## src/rtl/arb_4_rr_lock_pkg.sv

```systemverilog
// Shared types and helpers for the 4-way round-robin arbiter with grant locking.
// Holds the FSM state type, requester count, rotation mask and one-hot decode.
package arb_4_rr_lock_pkg;

   localparam int NUM_REQ = 4;

   typedef enum logic {
      IDLE  = 1'b0,
      OWNED = 1'b1
   } state_t;

   // Requesters strictly above the last winner get first pick on the next round.
   function automatic logic [NUM_REQ-1:0] mask_above(input logic [1:0] ptr);
      logic [NUM_REQ-1:0] mask;
      case (ptr)
         2'd0:    mask = 4'b1110;
         2'd1:    mask = 4'b1100;
         2'd2:    mask = 4'b1000;
         default: mask = 4'b0000;
      endcase
      return mask;
   endfunction

   function automatic logic [1:0] onehot_to_idx(input logic [NUM_REQ-1:0] oh);
      return {oh[3] | oh[2], oh[3] | oh[1]};
   endfunction

endpackage

```

## src/rtl/arb_4_lsb_pick.sv

```systemverilog
// Combinational lowest-set-bit picker: returns a one-hot vector of the lowest set bit,
// or zero when the input is zero.
module arb_4_lsb_pick
   import arb_4_rr_lock_pkg::*;
(
   input  logic [NUM_REQ-1:0] vec,
   output logic [NUM_REQ-1:0] pick
);

   // Two's-complement trick isolates the least significant set bit.
   assign pick = vec & (~vec + 4'd1);

endmodule

```

## src/rtl/arb_4_rr_lock.sv

```systemverilog
// Registered round-robin arbiter for four requesters. A grant is held until the owner
// drops its request or MAX_HOLD cycles elapse, then handed off with no idle cycle.
module arb_4_rr_lock
   import arb_4_rr_lock_pkg::*;
#(
   parameter int MAX_HOLD = 8
) (
   input  logic               clk,
   input  logic               rst_n,
   input  logic [NUM_REQ-1:0] req,
   output logic [NUM_REQ-1:0] grant,
   output logic               grant_valid,
   output logic [1:0]         grant_id
);

   localparam logic [3:0] HOLD_LAST = 4'(MAX_HOLD - 1);

   state_t             state_reg, state_next;
   logic [1:0]         ptr_reg, ptr_next;
   logic [3:0]         hold_cnt_reg, hold_cnt_next;
   logic [NUM_REQ-1:0] grant_reg, grant_next;
   logic [1:0]         grant_id_reg, grant_id_next;
   logic               grant_valid_reg, grant_valid_next;

   logic [NUM_REQ-1:0] pick_in  [2];
   logic [NUM_REQ-1:0] pick_out [2];
   logic [NUM_REQ-1:0] winner_oh;
   logic [1:0]         winner_id;
   logic               owner_release;

   // Slot 0 sees only requesters above the last winner; slot 1 is the wrap-around fallback.
   assign pick_in[0] = req & mask_above(ptr_reg);
   assign pick_in[1] = req;

   generate
      for (genvar gi = 0; gi < 2; gi++) begin : g_pick
         arb_4_lsb_pick u_pick (
            .vec  (pick_in[gi]),
            .pick (pick_out[gi])
         );
      end
   endgenerate

   assign winner_oh     = (|pick_in[0]) ? pick_out[0] : pick_out[1];
   assign winner_id     = onehot_to_idx(winner_oh);
   assign owner_release = !req[grant_id_reg] || (hold_cnt_reg == HOLD_LAST);

   always_comb begin
      state_next       = state_reg;
      ptr_next         = ptr_reg;
      hold_cnt_next    = hold_cnt_reg;
      grant_next       = grant_reg;
      grant_id_next    = grant_id_reg;
      grant_valid_next = grant_valid_reg;

      case (state_reg)
         IDLE: begin
            if (req != '0) begin
               state_next       = OWNED;
               grant_next       = winner_oh;
               grant_id_next    = winner_id;
               grant_valid_next = 1'b1;
               ptr_next         = winner_id;
               hold_cnt_next    = '0;
            end
         end
         OWNED: begin
            if (!owner_release) begin
               hold_cnt_next = hold_cnt_reg + 4'd1;
            end else if (req == '0) begin
               state_next       = IDLE;
               grant_next       = '0;
               grant_id_next    = '0;
               grant_valid_next = 1'b0;
               hold_cnt_next    = '0;
            end else begin
               // The outgoing owner equals ptr, so it naturally drops to lowest priority.
               grant_next       = winner_oh;
               grant_id_next    = winner_id;
               grant_valid_next = 1'b1;
               ptr_next         = winner_id;
               hold_cnt_next    = '0;
            end
         end
         default: begin
            state_next       = IDLE;
            grant_next       = '0;
            grant_id_next    = '0;
            grant_valid_next = 1'b0;
            hold_cnt_next    = '0;
         end
      endcase
   end

   always_ff @(posedge clk or negedge rst_n) begin
      if (!rst_n) begin
         state_reg       <= IDLE;
         ptr_reg         <= 2'd3;
         hold_cnt_reg    <= '0;
         grant_reg       <= '0;
         grant_id_reg    <= '0;
         grant_valid_reg <= 1'b0;
      end else begin
         state_reg       <= state_next;
         ptr_reg         <= ptr_next;
         hold_cnt_reg    <= hold_cnt_next;
         grant_reg       <= grant_next;
         grant_id_reg    <= grant_id_next;
         grant_valid_reg <= grant_valid_next;
      end
   end

   assign grant       = grant_reg;
   assign grant_valid = grant_valid_reg;
   assign grant_id    = grant_id_reg;

endmodule
```

## config.mk

```make
export PLATFORM = sky130hd
export DESIGN_NAME = arb_4_rr_lock
export DESIGN_NICKNAME = d
export VERILOG_FILES = /design/src/rtl/arb_4_rr_lock_pkg.sv /design/src/rtl/arb_4_lsb_pick.sv /design/src/rtl/arb_4_rr_lock.sv
export SDC_FILE = /design/constraint.sdc
export NUM_CORES = 1
export LEC_CHECK = 0
export CAP_MARGIN = 5
export CORE_MARGIN = 1
export CORE_UTILIZATION = 47
export CTS_BUF_LIST = sky130_fd_sc_hd__clkbuf_4 sky130_fd_sc_hd__clkbuf_8 sky130_fd_sc_hd__clkbuf_16
export DETAILED_ROUTE_END_ITERATION = 10
export GPL_ROUTABILITY_DRIVEN = 0
export GPL_TIMING_DRIVEN = 0
export HOLD_SLACK_MARGIN = 0.12
export MAX_ROUTING_LAYER = met4
export PLACE_DENSITY_LB_ADDON = 0.05
export SYNTH_ARGS = -nofsm -noshare
export SYNTH_HDL_FRONTEND = slang
export SYNTH_SLANG_ARGS = --single-unit
```

## constraint.sdc

```tcl
create_clock -name clk -period 1.5 [get_ports clk]
set_input_delay 0.45 -clock clk [delete_from_list [all_inputs] [get_ports clk]]
set_output_delay 0.45 -clock clk [all_outputs]
set_load 0.005 [all_outputs]
```

# Word level (Yosys, flattened, before mapping)
# Index checks and enable logic that the tools add are counted.
# op_classes
add_sub_neg,3
order_cmp,1
eq_ne,6
n_mux,25
n_bitwise,8
n_reduce_logical,8
# op_table
op,n
$mux 4,6
$pmux 4 s2,2
$add 4x1->4 const B,3
$and 4x4->4,3
$pmux 4 s3,1
$mux 2,5
$not 4->4,2
$pmux 2 s2,2
$mux 1,6
$eq 4x3->1 const B,1
$logic_not 4->1,1
$ne 2x2->1 const B,2
$pmux 1 s2,2
$reduce_bool 4->1,1
$reduce_or 4->1,1
$lt 2x3->1 const B,1
$reduce_and 3->1,1
$bmux 1 s2,1
$eq 2x1->1 const B,1
$eq 2x2->1 const B,1
$logic_not 2->1,1
$ne 2x1->1 const B,1
$or 1x1->1,2
$reduce_and 2->1,1
other kinds (3),3
# totals
regBits,14
input_bits,6
out_inout_bits,7

# Longest topological paths before layout
# depth
depth_word,11
mapped_depth,6

# By module
# A second synthesis with hierarchy kept.
# hier_totals
cells_unflattened,80
hier_area_um2,780.7
# modules_own_cells
mod,instances,cells_per_inst,area_per_inst_um2
arb_4_rr_lock,1,72,708.2
arb_4_lsb_pick,2,4,36.3

# Worst setup path after synthesis
# No wires, ideal clock.
# synth_path
path_type,input to register
startpoint,in req[3]
endpoint,"reg grant_reg[3], in the netlist grant[3]"
setup_ps,124
arrival_time_ps,1537
required_time_ps,1376
setup_slack_ps,-161
stages,4
path_cell_list,mux4_2 -> and3_4 -> buf_6 -> a211o_1
# synth_between
elab_chain_cells,8
word_cells_on_any_way,22
cone_classes,2 x add/sub; 2 x eq/ne; 7 x mux; 5 x bitwise; 6 x reduce/logical
# synth_lines
item,line,rtl
start: declaration,arb_4_rr_lock.sv:10,"input logic [NUM_REQ-1:0] req,"
$and 4x4->4,arb_4_rr_lock.sv:32,assign pick_in[0] = req & mask_above(ptr_reg);
$not 4->4,arb_4_lsb_pick.sv:11,assign pick = vec & (~vec + 4'd1);
$add 4x1->4,arb_4_lsb_pick.sv:11,
$and 4x4->4,arb_4_lsb_pick.sv:11,
$mux 4,arb_4_rr_lock.sv:44,assign winner_oh = (|pick_in[0]) ? pick_out[0] : pick_out[1];
$mux 4,arb_4_rr_lock.sv:70,end else if (req == '0) begin
$mux 4,arb_4_rr_lock.sv:68,if (!owner_release) begin
$pmux 4 s2,arb_4_rr_lock.sv:56,case (state_reg)
end signal: assignment,arb_4_rr_lock.sv:107,grant_reg <= grant_next;
end: declaration,arb_4_rr_lock.sv:21,"logic [NUM_REQ-1:0] grant_reg, grant_next;"
# Parallel ways exist; a longest one is shown, timed or not. The select of a mux whose other input is x is not followed.
# A chain may end at the register's enable or synchronous reset.

# Worst setup path in the final report
# layout_path
startpoint,"reg grant_id_reg[0], in the netlist grant_id[0]"
endpoint,reg hold_cnt_reg[0]
# layout_between
elab_chain_cells,6
# layout_lines
item,line,rtl
start: declaration,arb_4_rr_lock.sv:22,"logic [1:0] grant_id_reg, grant_id_next;"
start signal: assignment,arb_4_rr_lock.sv:108,grant_id_reg <= grant_id_next;
$bmux 1 s2,arb_4_rr_lock.sv:46,assign owner_release = !req[grant_id_reg] || (hold_cnt_reg == HOLD_LAST);
$mux 1 (not written as such),arb_4_rr_lock.sv:46,
$logic_not 1->1,arb_4_rr_lock.sv:46,
$logic_or 1x1->1,arb_4_rr_lock.sv:46,
$mux 4,arb_4_rr_lock.sv:68,
$pmux 4 s2,arb_4_rr_lock.sv:56,
end signal: assignment,arb_4_rr_lock.sv:106,hold_cnt_reg <= hold_cnt_next;
end: declaration,arb_4_rr_lock.sv:20,"logic [3:0] hold_cnt_reg, hold_cnt_next;"
# Every way passes these cells. The select of a mux whose other input is x is not followed.

==> results summary <==
The run finished, with violations left. The final reports fail on setup timing. The via count normalized by instance count came out at 5.84.

The number of global-route vias before repair came out at 837. The worst slack on hold paths came out at 0.553 ns. The max capacitance violation total came out at 0. The count of H-tree levels built during CTS came out at 1. During I/O placement, the number of pins put on the boundary was 13. In this run the worst hold path is classified as input port to async pin. A synthesized cell averages 8.64 sq um.

The first global-routing pass estimated 3800 um of wire. The post-detailed-placement cell area is 1050 sq um. The number of nets in the final layout is 137. The startpoint type of the worst setup path is a flop. The CTS tree is done. The post-route netlist has 30.2% of its cells at a drive strength greater than 1. STA classifies the critical path endpoint as a flop. The number of synthesized register bits came out at 14. The number of antenna violations at the first check in global routing came out at 0. Sorting the synthesized cells by area gives the leading types as sky130_fd_sc_hd__dfrtp_1 34%, sky130_fd_sc_hd__dfstp_2 5.9%, sky130_fd_sc_hd__a21oi_1 5.6%. The number of port buffers came out at 12. The number of design rule violations left after detail routing came out at 0. The global-route total usage across every layer came out at 27.4%.

The headroom to the max-slew limit is 55.6%. The number of buffers inserted for hold repair after clock tree synthesis is 0. In the synthesized netlist the dominant register cell turns out to be sky130_fd_sc_hd__dfrtp_1. The global-route congestion overflow total is 0. The buffer depth of the longest clock path came out at 2. The number of sinks on the clock net is 14.

The transition time at the pin with the least slew margin came out at 0.663 ns. The finished cells cover 1260 sq um. The largest net degree at the start of global routing came out at 15. The largest vdd supply drop came out at 0.00113 V.

The total CTS buffers came out at 3. The data required time of the critical path came out at 1.69 ns. The latest clock arrival within the worst-skew pair came out at 0.29 ns. The detail route stage leaves a number of antenna-violating nets equal to 0. For the worst setup path, the data arrival time is 1.77 ns. The period utilization came out at 106%.

The critical path is of the flop to flop type. The area of the die came out at 2070 sq um. The total chip power came out at 2.06 mW. The count of warnings emitted by yosys is 0. The effective utilization at floorplan is 51.0%. Subtracting the final worst setup slack from the clock period gives 1.58 ns. The fill cell total of the finished layout came out at 131. The max-slew violation count came to 0. The DRC marker count from the first detailed-route iteration is 48.

The sum of net half-perimeters after detailed placement is 1520 um. Of the synthesized area, sequential elements account for 39.7%. The post-layout worst setup margin came out at -0.0835 ns.

The biggest area contributor in the post-synthesis netlist is sky130_fd_sc_hd__dfrtp_1. Synthesis instantiated 38 different standard cells from the library. The cell with the most instances after synthesis is sky130_fd_sc_hd__dfrtp_1. The combined area of all synthesized cells is 890 sq um. The routed wirelength normalized by instance count came out at 16.0 um. The maximum fanout count along the critical path came out at 8. Setup violations remaining at the end of the flow were counted as 10. Relative to the synthesized area, the layout overhead comes to 41.2%. By count the netlist is led by 12 x sky130_fd_sc_hd__dfrtp_1, 11 x sky130_fd_sc_hd__nand2_1, 10 x sky130_fd_sc_hd__a21oi_1. Clock-pin slew was measured on the worst setup and hold paths at 0.09 ns. The share of synthesized area in the top cell type comes to 33.8%. The die is 45.5 um tall. The placeable core region came out at 1750 sq um. For this design the static power due to leakage is 0.537 nW. The number of inserted diodes is 0. The number of cell rows came out at 15. The count of vias placed by the detailed router came out at 900. The post-route clock skew came out at 0.00611 ns. The final number of hold-violating endpoints came out at 0.

The pre-antenna-repair detailed-routing pass consisted of 4 iterations. Setup repair after global routing could not meet its margin everywhere. In this run the clock root is driven by a sky130_fd_sc_hd__clkbuf_4. The final wirelength is 2470 um.

The proportion of register bits with asynchronous set or reset after synthesis is 100%. In this run the register-to-register setup slack is -0.08 ns. Derived from the worst setup path, the maximum achievable clock frequency is 632 MHz.

Measured along the x axis, the die boundary spans 45.5 um. The number of enable flip-flop cells after synthesis came out at 0. The number of standard cells after synthesis is 103.

The areal power density over the cells came out at 1640 nW/um^2. Synthesis produced a netlist with a net count of 110.
-- power breakdown --
part | leakage (nW) | total, mW | switching [mW] | internal (mW)
sequential | 0.170 | 0.625 | 0.0967 | 0.529
combinational | 0.346 | 1.15 | 0.571 | 0.583
clock | 0.0210 | 0.282 | 0.134 | 0.148
-- cell usage in the layout, fill, tap and decap left out, types with 3 or more instances in the layout --
cell type	instances
sky130_fd_sc_hd__a21oi_1	10
sky130_fd_sc_hd__a32oi_1	3
sky130_fd_sc_hd__buf_4	9
sky130_fd_sc_hd__buf_6	3
sky130_fd_sc_hd__clkbuf_2	3
sky130_fd_sc_hd__clkbuf_4	4
sky130_fd_sc_hd__clkbuf_8	3
sky130_fd_sc_hd__dfrtp_1	12
sky130_fd_sc_hd__dlygate4sd2_1	8
sky130_fd_sc_hd__inv_1	4
sky130_fd_sc_hd__nand2_1	10
sky130_fd_sc_hd__nand2b_1	3
sky130_fd_sc_hd__nand3_1	3
sky130_fd_sc_hd__nor2_1	6
sky130_fd_sc_hd__o21ai_0	4
sky130_fd_sc_hd__o21ai_1	3
-- worst max-delay path, stage by stage, from the launching register on --
cell	delay (ns)
sky130_fd_sc_hd__dfrtp_1	0.38
sky130_fd_sc_hd__mux4_2	0.60
sky130_fd_sc_hd__and3_4	0.23
sky130_fd_sc_hd__mux2_2	0.26
-- metal layers --
metal	GRT usage (%)	part of all wire [%]	routed length, um
met1	32.1	41	1020
met5	-	0	0
met3	5.95	6.7	164
met4	7.27	1.3	32
met2	47.1	51	1250
-- cell families (layout without fill, tap and decap cells) --
logic type                 Yosys count  count (layout)  share of synthesized area, %
and+or+nand+nor                     33              33                          18.8
xor gates and xnor gates             1               1                         0.985
adders and majority gates            1               1                          1.41
DFF                                 14              14                          39.7
buffers and inverters               13              39                          6.47
muxes                                3               3                          5.06
AOI/OAI and AO/OA                   38              38                          27.6
-- metrics by stage --
stage                     TNS [ns]  utilization (%)  std cells  setup slack, ns
after detailed placement     -8.44             60.1        140           -0.762
after global routing         -1.31             72.0        154           -0.178
final                       -0.497             72.0        154          -0.0835
after global placement       -8.21             60.1        140           -0.762
after CTS                   -0.266             71.6        153          -0.0902
after floorplan             -0.552                -        103           -0.115
-- cell type report --
type                            instances  area, sq um  share of cell area, %
Multi-Input combinational cell         76          561                   44.6
Sequential cell                        14          353                   28.1
Timing Repair Buffer                   23          195                   15.5
Buffer                                  8         65.1                   5.18
Clock buffer                            4         36.3                   2.89
Tap cell                               25         31.3                   2.49
Inverter                                4         15.0                   1.20
-- worst paths after layout --
path                        startpoint         endpoint  depth (start not counted)
setup / recovery           grant_id[0]  hold_cnt_reg[0]                          3
setup reg to reg           grant_id[0]  hold_cnt_reg[0]                          3
max in group asynchronous        rst_n  hold_cnt_reg[3]                          1
min in group clk           grant_valid      grant_valid                          2
hold / removal                   rst_n      grant_id[0]                          1
hold reg to reg            grant_valid      grant_valid                          2
-- what timing repair did --
item	in CTS	in global routing
endpoints found under the setup margin	20	14
setup buffers	10	1
pin swaps	8	5
endpoints found under the hold margin	0	0
resized for setup	41	4
cloned	0	0
No activity file was read; power rests on OpenSTA's default activity.
